<file path="config.mk">
export PLATFORM = sky130hd
export DESIGN_NAME = dmem_rr_arbiter_flat
export DESIGN_NICKNAME = d
export VERILOG_FILES = /design/src/rtl/dmem_rr_arbiter_if.sv /design/src/rtl/dmem_rr_arbiter.sv /design/src/flat_wrapper.sv
export SDC_FILE = /design/constraint.sdc
export NUM_CORES = 1
export LEC_CHECK = 0
export CAP_MARGIN = 20
export CORE_MARGIN = 2
export CORE_UTILIZATION = 37
export DETAILED_ROUTE_END_ITERATION = 10
export PLACE_DENSITY_LB_ADDON = 0.1
export SLEW_MARGIN = 40
export SYNTH_ARGS = -nofsm -noshare
export SYNTH_HDL_FRONTEND = slang
export SYNTH_SLANG_ARGS = --single-unit
</file>
<file path="constraint.sdc">
create_clock -name clk -period 3.2 [get_ports clk]
set_clock_uncertainty 0.05 [all_clocks]
set_input_delay 0.64 -clock clk [delete_from_list [all_inputs] [get_ports clk]]
set_output_delay 0.64 -clock clk [all_outputs]
set_load 0.005 [all_outputs]
</file>
<file path="src/rtl/dmem_rr_arbiter_if.sv">
// Core-array / data-memory bundle for dmem_rr_arbiter.
// The arbiter connects through the slave modport; the core array and memory side use master.
interface dmem_rr_arbiter_if #(
    parameter int N_CORES    = 4,
    parameter int DATA_WIDTH = 12,
    parameter int ADDR_WIDTH = 12
);
    logic [N_CORES-1:0]            req;
    logic [N_CORES-1:0]            reqWrEn;
    logic [N_CORES*ADDR_WIDTH-1:0] reqAddr;
    logic [N_CORES*DATA_WIDTH-1:0] reqData;
    logic [N_CORES-1:0]            gnt;
    logic [N_CORES-1:0]            rdValid;
    logic [DATA_WIDTH-1:0]         rdData;
    logic                          memWrEn;
    logic [ADDR_WIDTH-1:0]         memAddr;
    logic [DATA_WIDTH-1:0]         memDataIn;
    logic [DATA_WIDTH-1:0]         memDataOut;
    logic                          busy;

    modport slave (
        input  req, reqWrEn, reqAddr, reqData, memDataOut,
        output gnt, rdValid, rdData, memWrEn, memAddr, memDataIn, busy
    );

    modport master (
        output req, reqWrEn, reqAddr, reqData, memDataOut,
        input  gnt, rdValid, rdData, memWrEn, memAddr, memDataIn, busy
    );
endinterface

</file>
<file path="src/rtl/dmem_rr_arbiter.sv">
// Round-robin arbiter sharing one single-port data memory among N_CORES cores.
// Optional saturating conflict counter enabled by macro DMEM_ARB_CONFLICT_CNT_EN.
module dmem_rr_arbiter #(
    parameter int N_CORES    = 4,
    parameter int DATA_WIDTH = 12,
    parameter int ADDR_WIDTH = 12
) (
    input  logic clk,
    input  logic rstN,
    dmem_rr_arbiter_if.slave bus
`ifdef DMEM_ARB_CONFLICT_CNT_EN
    ,
    output logic [15:0] conflictCnt
`endif
);
    localparam int PTR_W = (N_CORES > 1) ? $clog2(N_CORES) : 1;

    logic [N_CORES-1:0]    gnt_r;
    logic [N_CORES-1:0]    rd_valid_r;
    logic [PTR_W-1:0]      ptr_r;
    logic                  mem_wr_en_r;
    logic [ADDR_WIDTH-1:0] mem_addr_r;
    logic [DATA_WIDTH-1:0] mem_data_in_r;

    logic [N_CORES-1:0]    elig_s;
    logic [N_CORES-1:0]    win_oh_s;
    logic [PTR_W-1:0]      win_idx_s;
    logic [PTR_W-1:0]      ptr_nxt_s;
    logic                  win_vld_s;

    // A core whose grant is currently visible is masked so it cannot win twice.
    assign elig_s = bus.req & ~gnt_r;

    // Rotating-priority search from the pointer, wrapping to core 0.
    always_comb begin
        int         sum_v;
        logic [PTR_W-1:0] idx_v;
        win_vld_s = 1'b0;
        win_idx_s = '0;
        sum_v     = 0;
        idx_v     = '0;
        for (int k = 0; k < N_CORES; k++) begin
            sum_v = int'(ptr_r) + k;
            idx_v = (sum_v >= N_CORES) ? PTR_W'(sum_v - N_CORES) : PTR_W'(sum_v);
            if (!win_vld_s && elig_s[idx_v]) begin
                win_vld_s = 1'b1;
                win_idx_s = idx_v;
            end else begin
                win_vld_s = win_vld_s;
            end
        end
    end

    // Winner decode and next pointer value.
    always_comb begin
        win_oh_s  = '0;
        ptr_nxt_s = ptr_r;
        if (win_vld_s) begin
            win_oh_s[win_idx_s] = 1'b1;
            ptr_nxt_s = (win_idx_s == PTR_W'(N_CORES - 1)) ? '0 : win_idx_s + PTR_W'(1);
        end else begin
            win_oh_s  = '0;
            ptr_nxt_s = ptr_r;
        end
    end

    // Grant and round-robin pointer registers.
    always_ff @(posedge clk) begin
        if (!rstN) begin
            gnt_r <= '0;
            ptr_r <= '0;
        end else begin
            gnt_r <= win_oh_s;
            ptr_r <= ptr_nxt_s;
        end
    end

    // Registered memory request stage; address and data hold when idle.
    always_ff @(posedge clk) begin
        if (!rstN) begin
            mem_wr_en_r   <= 1'b0;
            mem_addr_r    <= '0;
            mem_data_in_r <= '0;
        end else if (win_vld_s) begin
            mem_wr_en_r   <= bus.reqWrEn[win_idx_s];
            mem_addr_r    <= bus.reqAddr[int'(win_idx_s)*ADDR_WIDTH +: ADDR_WIDTH];
            mem_data_in_r <= bus.reqData[int'(win_idx_s)*DATA_WIDTH +: DATA_WIDTH];
        end else begin
            mem_wr_en_r   <= 1'b0;
            mem_addr_r    <= mem_addr_r;
            mem_data_in_r <= mem_data_in_r;
        end
    end

    // Read return: the issuing core gets its valid one cycle after its grant.
    always_ff @(posedge clk) begin
        if (!rstN) begin
            rd_valid_r <= '0;
        end else begin
            rd_valid_r <= mem_wr_en_r ? '0 : gnt_r;
        end
    end

`ifdef DMEM_ARB_CONFLICT_CNT_EN
    logic [15:0] conflict_cnt_r;
    logic        multi_elig_s;

    // Clearing the lowest set bit leaves something only when two or more are set.
    assign multi_elig_s = |(elig_s & (elig_s - {{(N_CORES-1){1'b0}}, 1'b1}));

    // Saturating count of cycles with competing eligible cores.
    always_ff @(posedge clk) begin
        if (!rstN) begin
            conflict_cnt_r <= 16'h0000;
        end else if (multi_elig_s && (conflict_cnt_r != 16'hFFFF)) begin
            conflict_cnt_r <= conflict_cnt_r + 16'd1;
        end else begin
            conflict_cnt_r <= conflict_cnt_r;
        end
    end

    assign conflictCnt = conflict_cnt_r;
`endif

    assign bus.gnt       = gnt_r;
    assign bus.rdValid   = rd_valid_r;
    assign bus.rdData    = bus.memDataOut;
    assign bus.memWrEn   = mem_wr_en_r;
    assign bus.memAddr   = mem_addr_r;
    assign bus.memDataIn = mem_data_in_r;
    assign bus.busy      = (|gnt_r) | (|rd_valid_r);
endmodule
</file>
<file path="src/flat_wrapper.sv">
// flat-port wrapper written by rule: the top's interface ports become plain ports
module dmem_rr_arbiter_flat 
#(
    parameter int N_CORES    = 4,
    parameter int DATA_WIDTH = 12,
    parameter int ADDR_WIDTH = 12
)
  (clk, rstN, bus_req, bus_reqWrEn, bus_reqAddr, bus_reqData, bus_memDataOut, bus_gnt, bus_rdValid, bus_rdData, bus_memWrEn, bus_memAddr, bus_memDataIn, bus_busy);
  dmem_rr_arbiter_if #(.N_CORES(N_CORES), .DATA_WIDTH(DATA_WIDTH), .ADDR_WIDTH(ADDR_WIDTH)) bus_i ();
  input  logic clk;
  input  logic rstN;
  input wire logic [$bits(bus_i.req)-1:0] bus_req;
  input wire logic [$bits(bus_i.reqWrEn)-1:0] bus_reqWrEn;
  input wire logic [$bits(bus_i.reqAddr)-1:0] bus_reqAddr;
  input wire logic [$bits(bus_i.reqData)-1:0] bus_reqData;
  input wire logic [$bits(bus_i.memDataOut)-1:0] bus_memDataOut;
  output wire logic [$bits(bus_i.gnt)-1:0] bus_gnt;
  output wire logic [$bits(bus_i.rdValid)-1:0] bus_rdValid;
  output wire logic [$bits(bus_i.rdData)-1:0] bus_rdData;
  output wire logic [$bits(bus_i.memWrEn)-1:0] bus_memWrEn;
  output wire logic [$bits(bus_i.memAddr)-1:0] bus_memAddr;
  output wire logic [$bits(bus_i.memDataIn)-1:0] bus_memDataIn;
  output wire logic [$bits(bus_i.busy)-1:0] bus_busy;
  assign bus_i.req = bus_req;
  assign bus_i.reqWrEn = bus_reqWrEn;
  assign bus_i.reqAddr = bus_reqAddr;
  assign bus_i.reqData = bus_reqData;
  assign bus_i.memDataOut = bus_memDataOut;
  assign bus_gnt = bus_i.gnt;
  assign bus_rdValid = bus_i.rdValid;
  assign bus_rdData = bus_i.rdData;
  assign bus_memWrEn = bus_i.memWrEn;
  assign bus_memAddr = bus_i.memAddr;
  assign bus_memDataIn = bus_i.memDataIn;
  assign bus_busy = bus_i.busy;
  dmem_rr_arbiter #(.N_CORES(N_CORES), .DATA_WIDTH(DATA_WIDTH), .ADDR_WIDTH(ADDR_WIDTH)) u_core (.clk(clk), .rstN(rstN), .bus(bus_i));
endmodule
</file>
**Yosys cells after proc, flatten, opt, wreduce, memory -nomap -nowiden**

Cells that the tools add are included.

- Register bits after elaboration: 35
- Output and inout bits: 46
- Logic and storage cells: 68

- $add $sub $neg: 8
- Multipliers: 1
- Magnitude comparators: 10
- Equal/unequal tests: 1
- Shift operators: 2
- Muxes and demuxes: 25
- Bitwise logic cells: 4
- Reduce and logical (&&, ||, !) cells: 11

Operators by type and width:

| kind | number |
|---|---|
| 48-bit by 32-bit variable part select with 12-bit output | 2 |
| 2-bit two-way mux | 9 |
| 2-bit by 3-bit less-than comparator with 1-bit output (second input constant) | 5 |
| 1-bit binary-select mux with 2-bit select | 5 |
| 1-bit two-way mux | 10 |
| 3-bit greater-or-equal comparator (second input constant) | 3 |
| 4-bit OR reduction | 2 |
| 2-bit by 1-bit subtractor with 2-bit output (second input constant) | 4 |
| 2-bit by 2-bit adder with 3-bit output (second input constant) | 2 |
| 4-bit bitwise AND | 1 |
| 1-bit logical AND | 4 |
| 2-bit by 2-bit multiplier with 4-bit output (second input constant) | 1 |
| 4-bit NOT | 1 |
| 2-bit by 1-bit adder with 3-bit output (second input constant) | 1 |
| 2-bit by 3-bit greater-or-equal comparator with 1-bit output (second input constant) | 1 |
| 1-bit logical NOT | 3 |
| 2-bit by 1-bit adder with 2-bit output (second input constant) | 1 |
| 1-bit demux with 2-bit select | 1 |
| 2-bit equality test (second input constant) | 1 |
| 2-bit by 1-bit greater-or-equal comparator with 1-bit output (second input constant) | 1 |
| 2-bit AND reduction | 1 |
| 2-bit OR reduction | 1 |
| 1-bit NOT | 1 |
| 1-bit OR | 1 |

**Longest topological paths before layout**

Gate-level depths: netlist of the first run.

- Depth after elaboration: 18
- Gate-level depth with buffers: 8
- Mapped depth without buffers: 6

**Least setup slack after synthesis of the first run**

Ideal clock, no wire load.

- Path kind: input to register
- Start: in bus_req[2]
- End: reg u_core.ptr_r[1]
- Setup time: 114 ps
- Data arrival time: 1,916 ps
- Slack: 1,120 ps
- Stages: 8
- Cell sequence: or2b_1 o311ai_1 and2_1 buf_6 buf_8 ha_1 a21oi_1 nor2_1

- Cells in the longest elaborated chain, start to end: 15
- Elaborated cells between the ends (all ways): 26
- Those cells by class: add/sub (1); eq/ne (1); mux (17); bitwise (1); reduce/logical (6)

RTL lines:

| element | RTL line | text |
|---|---|---|
| start, declared | flat_wrapper.sv:12 | `input wire logic [$bits(bus_i.req)-1:0] bus_req;` |
| 4-bit bitwise AND (*) | dmem_rr_arbiter.sv:32 | `assign elig_s = bus.req & ~gnt_r;` |
| 1-bit binary-select mux with 2-bit select | dmem_rr_arbiter.sv:45 | `if (!win_vld_s && elig_s[idx_v]) begin` |
| 1-bit two-way mux (not written as such) | dmem_rr_arbiter.sv:45 |  |
| 1-bit two-way mux | dmem_rr_arbiter.sv:45 |  |
| 1-bit logical NOT | dmem_rr_arbiter.sv:45 |  |
| 1-bit logical AND | dmem_rr_arbiter.sv:45 |  |
| 1-bit two-way mux | dmem_rr_arbiter.sv:45 |  |
| 1-bit logical NOT | dmem_rr_arbiter.sv:45 |  |
| 1-bit logical AND | dmem_rr_arbiter.sv:45 |  |
| 1-bit two-way mux | dmem_rr_arbiter.sv:45 |  |
| 1-bit logical NOT | dmem_rr_arbiter.sv:45 |  |
| 1-bit logical AND | dmem_rr_arbiter.sv:45 |  |
| 2-bit two-way mux | dmem_rr_arbiter.sv:45 |  |
| 2-bit by 1-bit adder with 2-bit output or 2-bit equality test (tied branches) | dmem_rr_arbiter.sv:60 | `ptr_nxt_s = (win_idx_s == PTR_W'(N_CORES - 1)) ? '0 : win_idx_s + PTR_W'(1);` |
| 2-bit two-way mux | dmem_rr_arbiter.sv:60 |  |
| end signal, assigned | dmem_rr_arbiter.sv:74 | `ptr_r <= ptr_nxt_s;` |
| end, declared | dmem_rr_arbiter.sv:20 | `logic [PTR_W-1:0] ptr_r;` |

Every way passes the cells marked *; elsewhere a longest branch is shown, timed or not. The select of a mux whose other input is x is not followed.
A chain may end at the register's enable or synchronous reset.

**Final worst setup path of the first run**

- Start: in bus_req[2]
- End: reg u_core.mem_addr_r[0], in the netlist u_core.bus.memAddr[0]

- Cells in the longest elaborated chain, start to end: 15
- Elaborated cells between the ends (all ways): 25
- Those cells by class: mul (1); shift (1); mux (16); bitwise (1); reduce/logical (6)

RTL lines:

| element | RTL line | text |
|---|---|---|
| 4-bit bitwise AND (*) | dmem_rr_arbiter.sv:32 |  |
| 1-bit binary-select mux with 2-bit select | dmem_rr_arbiter.sv:45 |  |
| 1-bit two-way mux (not written as such) | dmem_rr_arbiter.sv:45 |  |
| 1-bit two-way mux | dmem_rr_arbiter.sv:45 |  |
| 1-bit logical NOT | dmem_rr_arbiter.sv:45 |  |
| 1-bit logical AND | dmem_rr_arbiter.sv:45 |  |
| 1-bit two-way mux | dmem_rr_arbiter.sv:45 |  |
| 1-bit logical NOT | dmem_rr_arbiter.sv:45 |  |
| 1-bit logical AND | dmem_rr_arbiter.sv:45 |  |
| 1-bit two-way mux | dmem_rr_arbiter.sv:45 |  |
| 1-bit logical NOT | dmem_rr_arbiter.sv:45 |  |
| 1-bit logical AND | dmem_rr_arbiter.sv:45 |  |
| 2-bit two-way mux | dmem_rr_arbiter.sv:45 |  |
| 2-bit by 2-bit multiplier with 4-bit output | dmem_rr_arbiter.sv:86 | `mem_addr_r <= bus.reqAddr[int'(win_idx_s)*ADDR_WIDTH +: ADDR_WIDTH];` |
| 48-bit by 32-bit variable part select with 12-bit output | dmem_rr_arbiter.sv:86 |  |
| end signal, assigned | dmem_rr_arbiter.sv:86 |  |
| end signal, assigned | dmem_rr_arbiter.sv:90 | `mem_addr_r <= mem_addr_r;` |
| end, declared | dmem_rr_arbiter.sv:22 | `logic [ADDR_WIDTH-1:0] mem_addr_r;` |

Marks and branches as above.

==> results.toml, run 1 <==
[synthesis]
synthAdderAreaFrac_pct = 2.35
synth_simple_gate_area_share_pct = 13.7
synthesis.area_um2 = 2130
synth_warnings = 0
yosys.area.top_type = "dfxtp_1"
netlist_instances = 206
ys_seq_elements = 35
synth_fp_nets = 328
synth-seq-area-share_pct = 32.9
yosys.area_share.xor_xnor_pct = 0
synthTopCellsByArea = "dfxtp_1 (33%), mux2i_1 (18%), o221ai_2 (13%), buf_4 (5.3%), nand2_1 (4.6%)"
synth_top_family_by_area = "compound AO/OA/AOI/OAI gates"
avgSynthCellArea_um2 = 10.3
synth_top_cell_area_share_pct = 32.9
synth_compound_area_share_pct = 21.4
synth.distinct_cells = 37
synth_mux_area_share_pct = 18.3

[clock_tree]
h-tree-depth = 2
cts_buffer_depth = 2
ctsHoldBuffers = 0
cts-root-buf = "clkbuf_8"
cts_tree = "built"
cts.sinks = 35
clkTransAtPathRegs_ns = 0.06
cts_buffers = 5
ctsResizeCount = 0
clk_latency_ns = 0.28
post-cts-setup-buffers = 0

[timing]
drv_slew = 0
rsz0062_at_grt = "false"
fmax_mhz = 400
finalHoldViolCount = 0
tightestPinTransition_ns = 0.710
setup_viol = 0
tns_ns = 0
setup_ws_ns = 0.700
final.period_utilization_pct = 78.1
post-route-min-period_ns = 2.50
slew_headroom_pct = 52.6

[pwr]
power_switching_mw = 0.804
combPwrFrac_pct = 56.0
peakVddDrop_uv = 315
intPower_mw = 1.51
power.density_nw_per_um2 = 655
p_sw_share_pct = 34.7
clkPwrFrac_pct = 13.5
leakagePower_nw = 1.38
p_seq_share_pct = 30.5

[setup_path]
crit_family = "buffers and inverters"
crit_buf_inv = 2
path_max_fanout = 25
path_common_cell = "o221ai_1"
crit_path_end_kind = "register"
cp_cell_sequence = "clkdlybuf4s50_1 > or2b_1 > o221ai_1 > a21oi_2 > inv_4 > nand2_2 > o221ai_1"
arrival_ns = 2.64
max_stage_delay_ns = 0.46
cpMaxStageDelayCell = "clkdlybuf4s50_1"
required_ns = 3.34
path_class = "in -> reg"
cp-start-kind = "primary input"

[placed_design]
dp_slack_ns = 0.386
gp_congestion = 0.736
dp.final_hpwl_um = 4940
portBuffers = 139
post_dp_cell_area_um2 = 3450

[route]
via_per_inst = 5.03
drt_iter0_markers = 73
route.detailed.drc = 0
wire_per_inst_um = 15.3
routed_wl_um = 6180
ant_nets = 0
drt_first_pass_iters = 3
num_vias = 2039

[die]
rows = 27
pin_count = 164
die_h_um = 79.9
die_area_um2 = 6380
fp.dieW_um = 79.9
core_um2 = 5540
start_util_pct = 38.5

[worst_hold_path]
hp-class = "reg -> reg"

[final_layout]
fin_area_um2 = 3540
num_antenna_cells = 0
layout.nets = 455
syn2layout_area_growth_pct = 66.0
drive_gt1_share_pct = 12.9

[run]
maxCapViolCount = 0

[global_routing]
grt_pass1_vias = 2089
antenna_found_initial = 0
grt_overflow = 0
grt_pass1_wl_um = 9800
grt_max_degree = 26
grt_use_total_pct = 19.5

[run_status]
status = "finished clean"
## worst min-delay path, stage by stage (launching register included)
cell and delay, ns:
dfxtp_1 0.32, nand2_1 0.05, o221ai_1 0.06
## per-layer routing
metal	GRT usage, %	vias to the layer above	part of all wire, %
met5	0	-	0
met4	6.10	0	1.3
met3	6.67	9	8.7
met2	34.4	88	51
met1	21.9	928	39
li1	-	1014	-
## synthesized netlist by cell type
master / n
clkbuf_1: 2
a21oi_2: 1
or3b_1: 1
o21ai_0: 1
nand2b_1: 2
inv_1: 3
o311ai_1: 1
a22oi_1: 1
o221ai_1: 6
o221ai_2: 19
buf_6: 3
o22ai_1: 12
dfxtp_1: 35
buf_8: 3
and2_2: 1
nand4b_1: 1
inv_4: 1
buf_2: 1
mux2i_1: 39
buf_12: 1
buf_4: 15
nand2_1: 26
nor2b_1: 1
ha_1: 4
nor4_1: 2
nor2b_2: 1
and2_1: 4
nand2_2: 2
or2b_1: 1
and3_1: 4
nor3b_1: 1
a21oi_1: 1
nand2_4: 1
nor2_1: 6
and3b_2: 1
o211ai_1: 1
and2_4: 1
## stage by stage
stage                     total power [mW]  hold WS, ns  util (%)  cells
final                                 2.32        0.414      63.8    405
after floorplan                       1.51        0.407         -    206
after detailed placement              2.03        0.398      62.3    398
after global placement                2.00        0.393      62.1    397
after CTS                             2.35        0.421      63.8    405
after global routing                  2.50        0.445      63.8    405
## final cells by class
| class | instances | area (um^2) |
|---|---|---|
| Clock buffer | 6 | 82.6 |
| Inverter | 4 | 17.5 |
| Timing Repair Buffer | 145 | 1450 |
| Fill cell | 534 | 2000 |
| Multi-Input combinational cell | 142 | 1190 |
| Tap cell | 72 | 90.1 |
| Clock inverter | 1 | 5.00 |
| Sequential cell | 35 | 701 |
## worst paths after layout
check | from | end | slack (ns) | cells past startpoint
setup / recovery | bus_req[2] | u_core.bus.memAddr[0] | 0.70 | 7
hold / removal | u_core.bus.memAddr[1] | u_core.bus.memAddr[1] | 0.41 | 2
setup reg to reg | u_core.bus.gnt[2] | u_core.bus.memAddr[0] | 1.16 | 6
hold reg to reg | u_core.bus.memAddr[1] | u_core.bus.memAddr[1] | 0.41 | 2
## cells in the final DEF, fill, tap and decap left out, types with 5 or more instances in the layout
cell type and n:
nand2_1 26, clkdlybuf4s50_1 139, buf_4 5, clkbuf_8 6
mux2i_1 39, nor2_1 5, o221ai_2 19, o221ai_1 6
dfxtp_1 35, o22ai_1 12
## sequential cells by signal, summed over array words and instances (netlist names)
| name | cells |
|---|---|
| u_core.bus.gnt | 4 |
| u_core.bus.memAddr | 12 |
| u_core.bus.memDataIn | 12 |
| u_core.bus.memWrEn | 1 |
| u_core.bus.rdValid | 4 |
| u_core.ptr_r | 2 |
## cells by family (layout without fill, tap and decap cells)
group | after synthesis | after routing
AO/OA/AOI/OAI | 43 | 43
adder cells (fa/ha/maj) | 4 | 4
buffers and inverters | 29 | 156
flip-flops | 35 | 35
multiplexers | 39 | 39
AND/OR/NAND/NOR | 56 | 56
## power groups by stage
stage,Combinational [mW],Clock (mW),Sequential (mW)
CTS,1.32,0.325,0.708
floorplan,0.798,0,0.709
global placement,1.29,0,0.712
detailed placement,1.32,0,0.709
global route,1.42,0.350,0.733
finish,1.30,0.313,0.707
Power figures use the tool's default switching activity.
==> run 2, diff against run 1 <==
--- a/config.mk
+++ b/config.mk
@@ -7,7 +7,7 @@
 export LEC_CHECK = 0
 export CAP_MARGIN = 20
 export CORE_MARGIN = 2
-export CORE_UTILIZATION = 37
+export CORE_UTILIZATION = 31
 export DETAILED_ROUTE_END_ITERATION = 10
 export PLACE_DENSITY_LB_ADDON = 0.1
 export SLEW_MARGIN = 40
==> constraint.sdc (replaced) <==
create_clock -name clk -period 2.2 [get_ports clk]
set_clock_uncertainty 0.05 [all_clocks]
set_input_delay 0.44 -clock clk [delete_from_list [all_inputs] [get_ports clk]]
set_output_delay 0.44 -clock clk [all_outputs]
set_load 0.005 [all_outputs]
==> run 2 against run 1 <==
Compared with the run above: global-route usage is 3.1 points lower; sequential share of layout area is 1.4 points lower; highest routed layer unchanged; critical path type unchanged; first-iteration DRC count is 56% lower; core utilization is 7.3 points lower; power is 63% higher; final cell count is 4.7% higher.
==> results.toml, run 2 (synthesized netlist as in run 1, its figures left out) <==
[route]
drt_iter0_markers = 32
route.detailed.drc = 0
drt_first_pass_iters = 4
wire_per_inst_um = 15.3
ant_nets = 0
routed_wl_um = 6480
num_vias = 2088
via_per_inst = 4.92

[global_routing]
grt_use_total_pct = 16.4
antenna_found_initial = 0
grt_max_degree = 19
grt_pass1_wl_um = 9690
grt_overflow = 0
grt_pass1_vias = 2066

[setup_path]
path_max_fanout = 11
path_common_cell = "buf_12"
cpMaxStageDelayCell = "clkdlybuf4s50_1"
arrival_ns = 2.22
required_ns = 2.31
cp_cell_sequence = "clkdlybuf4s50_1 > nor2b_1 > o211ai_1 > a21oi_2 > inv_4 > buf_12 > nand2_2 > buf_12 > o221ai_1"
max_stage_delay_ns = 0.48
cp-start-kind = "primary input"
crit_path_end_kind = "register"
path_class = "in -> reg"

[die]
rows = 30
die_area_um2 = 7550
pin_count = 164
start_util_pct = 31.7
core_um2 = 6720
die_h_um = 86.9
fp.dieW_um = 86.9

[final_layout]
final_core_util_pct = 56.6
final_cell_mix = "clkdlybuf4s50_1 (138), dfxtp_1 (35), mux2i_1 (34), nand2_1 (26), o221ai_2 (20)"
syn2layout_area_growth_pct = 78.4
drive_gt1_share_pct = 18.0
final-seq-area_um2 = 701
multiInputGateArea_um2 = 1230
fin_cells = 424
nFillCells = 613
final_common_cell = "clkdlybuf4s50_1"
layout.nets = 466
num_antenna_cells = 0

[timing]
rsz0062_at_grt = "false"
tightestPinTransition_ns = 0.341
final.period_utilization_pct = 96.1
finalHoldViolCount = 0
fmax_mhz = 473
post-route-min-period_ns = 2.11
drv_slew = 0
setup_ws_ns = 0.0867
slew_headroom_pct = 77.3
setup_viol = 0

[clock_tree]
clkTransAtPathRegs_ns = 0.07
clk_latency_ns = 0.28
cts-root-buf = "clkbuf_8"
h-tree-depth = 2
cts_buffers = 5
post-cts-setup-buffers = 0
ctsHoldBuffers = 0
cts_tree = "built"
cts_buffer_depth = 2
cts.sinks = 35

[pwr]
combPwrFrac_pct = 60.4
p_sw_share_pct = 33.9
power_switching_mw = 1.28
intPower_mw = 2.50
peakVddDrop_uv = 537
power.density_nw_per_um2 = 994
p_total_mw = 3.78
p_seq_share_pct = 27.2
leakagePower_nw = 1.50
clkPwrFrac_pct = 12.4

[worst_hold_path]
hp-class = "reg -> reg"

[placed_design]
portBuffers = 139
dp.final_hpwl_um = 4850
gp_congestion = 0.702
dp_slack_ns = -0.268
dp.cells = 413

[run_status]
status = "finished clean"

[run]
maxCapViolCount = 0
[run 2: cell count changes in the layout (fill, tap and decap cells not counted), sizes merged]
cell,change
clkbuf,+3
dlymetal6s2s,+1
clkdlybuf4s50,-1
buf,+8
[run 2: metal layers]
metal	routed length [um]	track usage, %	up-vias
li1	-	-	1033
met1	2670	19.3	954
met2	3140	27.8	93
met3	571	5.88	8
met4	99	5.26	0
met5	0	0	-
[run 2: worst paths after layout]
path / depth (start not counted) / slack, ns / endpoint / start
min: 2 / 0.42 / u_core.bus.memDataIn[7] / u_core.bus.memDataIn[7]
max: 9 / 0.09 / u_core.bus.memAddr[5] / bus_req[3]
min reg2reg: 2 / 0.42 / u_core.bus.memDataIn[7] / u_core.bus.memDataIn[7]
max reg2reg: 6 / 0.23 / u_core.bus.memDataIn[8] / u_core.bus.gnt[0]
[run 2: through the flow]
stage | hold slack, ns | TNS (ns) | area [um^2]
floorplan | 0.407 | 0 | 2130
global placement | 0.397 | -5.66 | 3590
detailed placement | 0.401 | -5.74 | 3590
CTS | 0.418 | 0 | 3680
global route | 0.447 | 0 | 3800
finish | 0.415 | 0 | 3800
[run 2: area by class of cell]
class	count	share of cell area, %
inverter	4	0.461
tap	80	2.63
timing repair buffer	156	43.8
sequential	35	18.4
clock inverter	1	0.132
clock buffer	6	2.17
multi-input combinational	142	32.4
[run 2: what timing repair did]
action | in CTS | in global routing
gates cloned | 0 | 4
pin swaps | 0 | 6
resized for setup | 1 | 10
setup endpoints to repair | 1 | 14
[run 2: critical path: cells and delay by family]
kind | cells | cell delay (ns)
buffers and inverters | 4 | 0.87
AOI/OAI and AO/OA | 3 | 0.62
and+or+nand+nor | 2 | 0.29
[run 2: power by group through the flow]
| stage | sequential [mW] | clock (mW) | combinational, mW |
|---|---|---|---|
| floorplan | 1.03 | 0 | 1.16 |
| global placement | 1.04 | 0 | 2.10 |
| detailed placement | 1.03 | 0 | 2.11 |
| CTS | 1.03 | 0.487 | 2.12 |
| global route | 1.06 | 0.512 | 2.46 |
| finish | 1.03 | 0.468 | 2.28 |
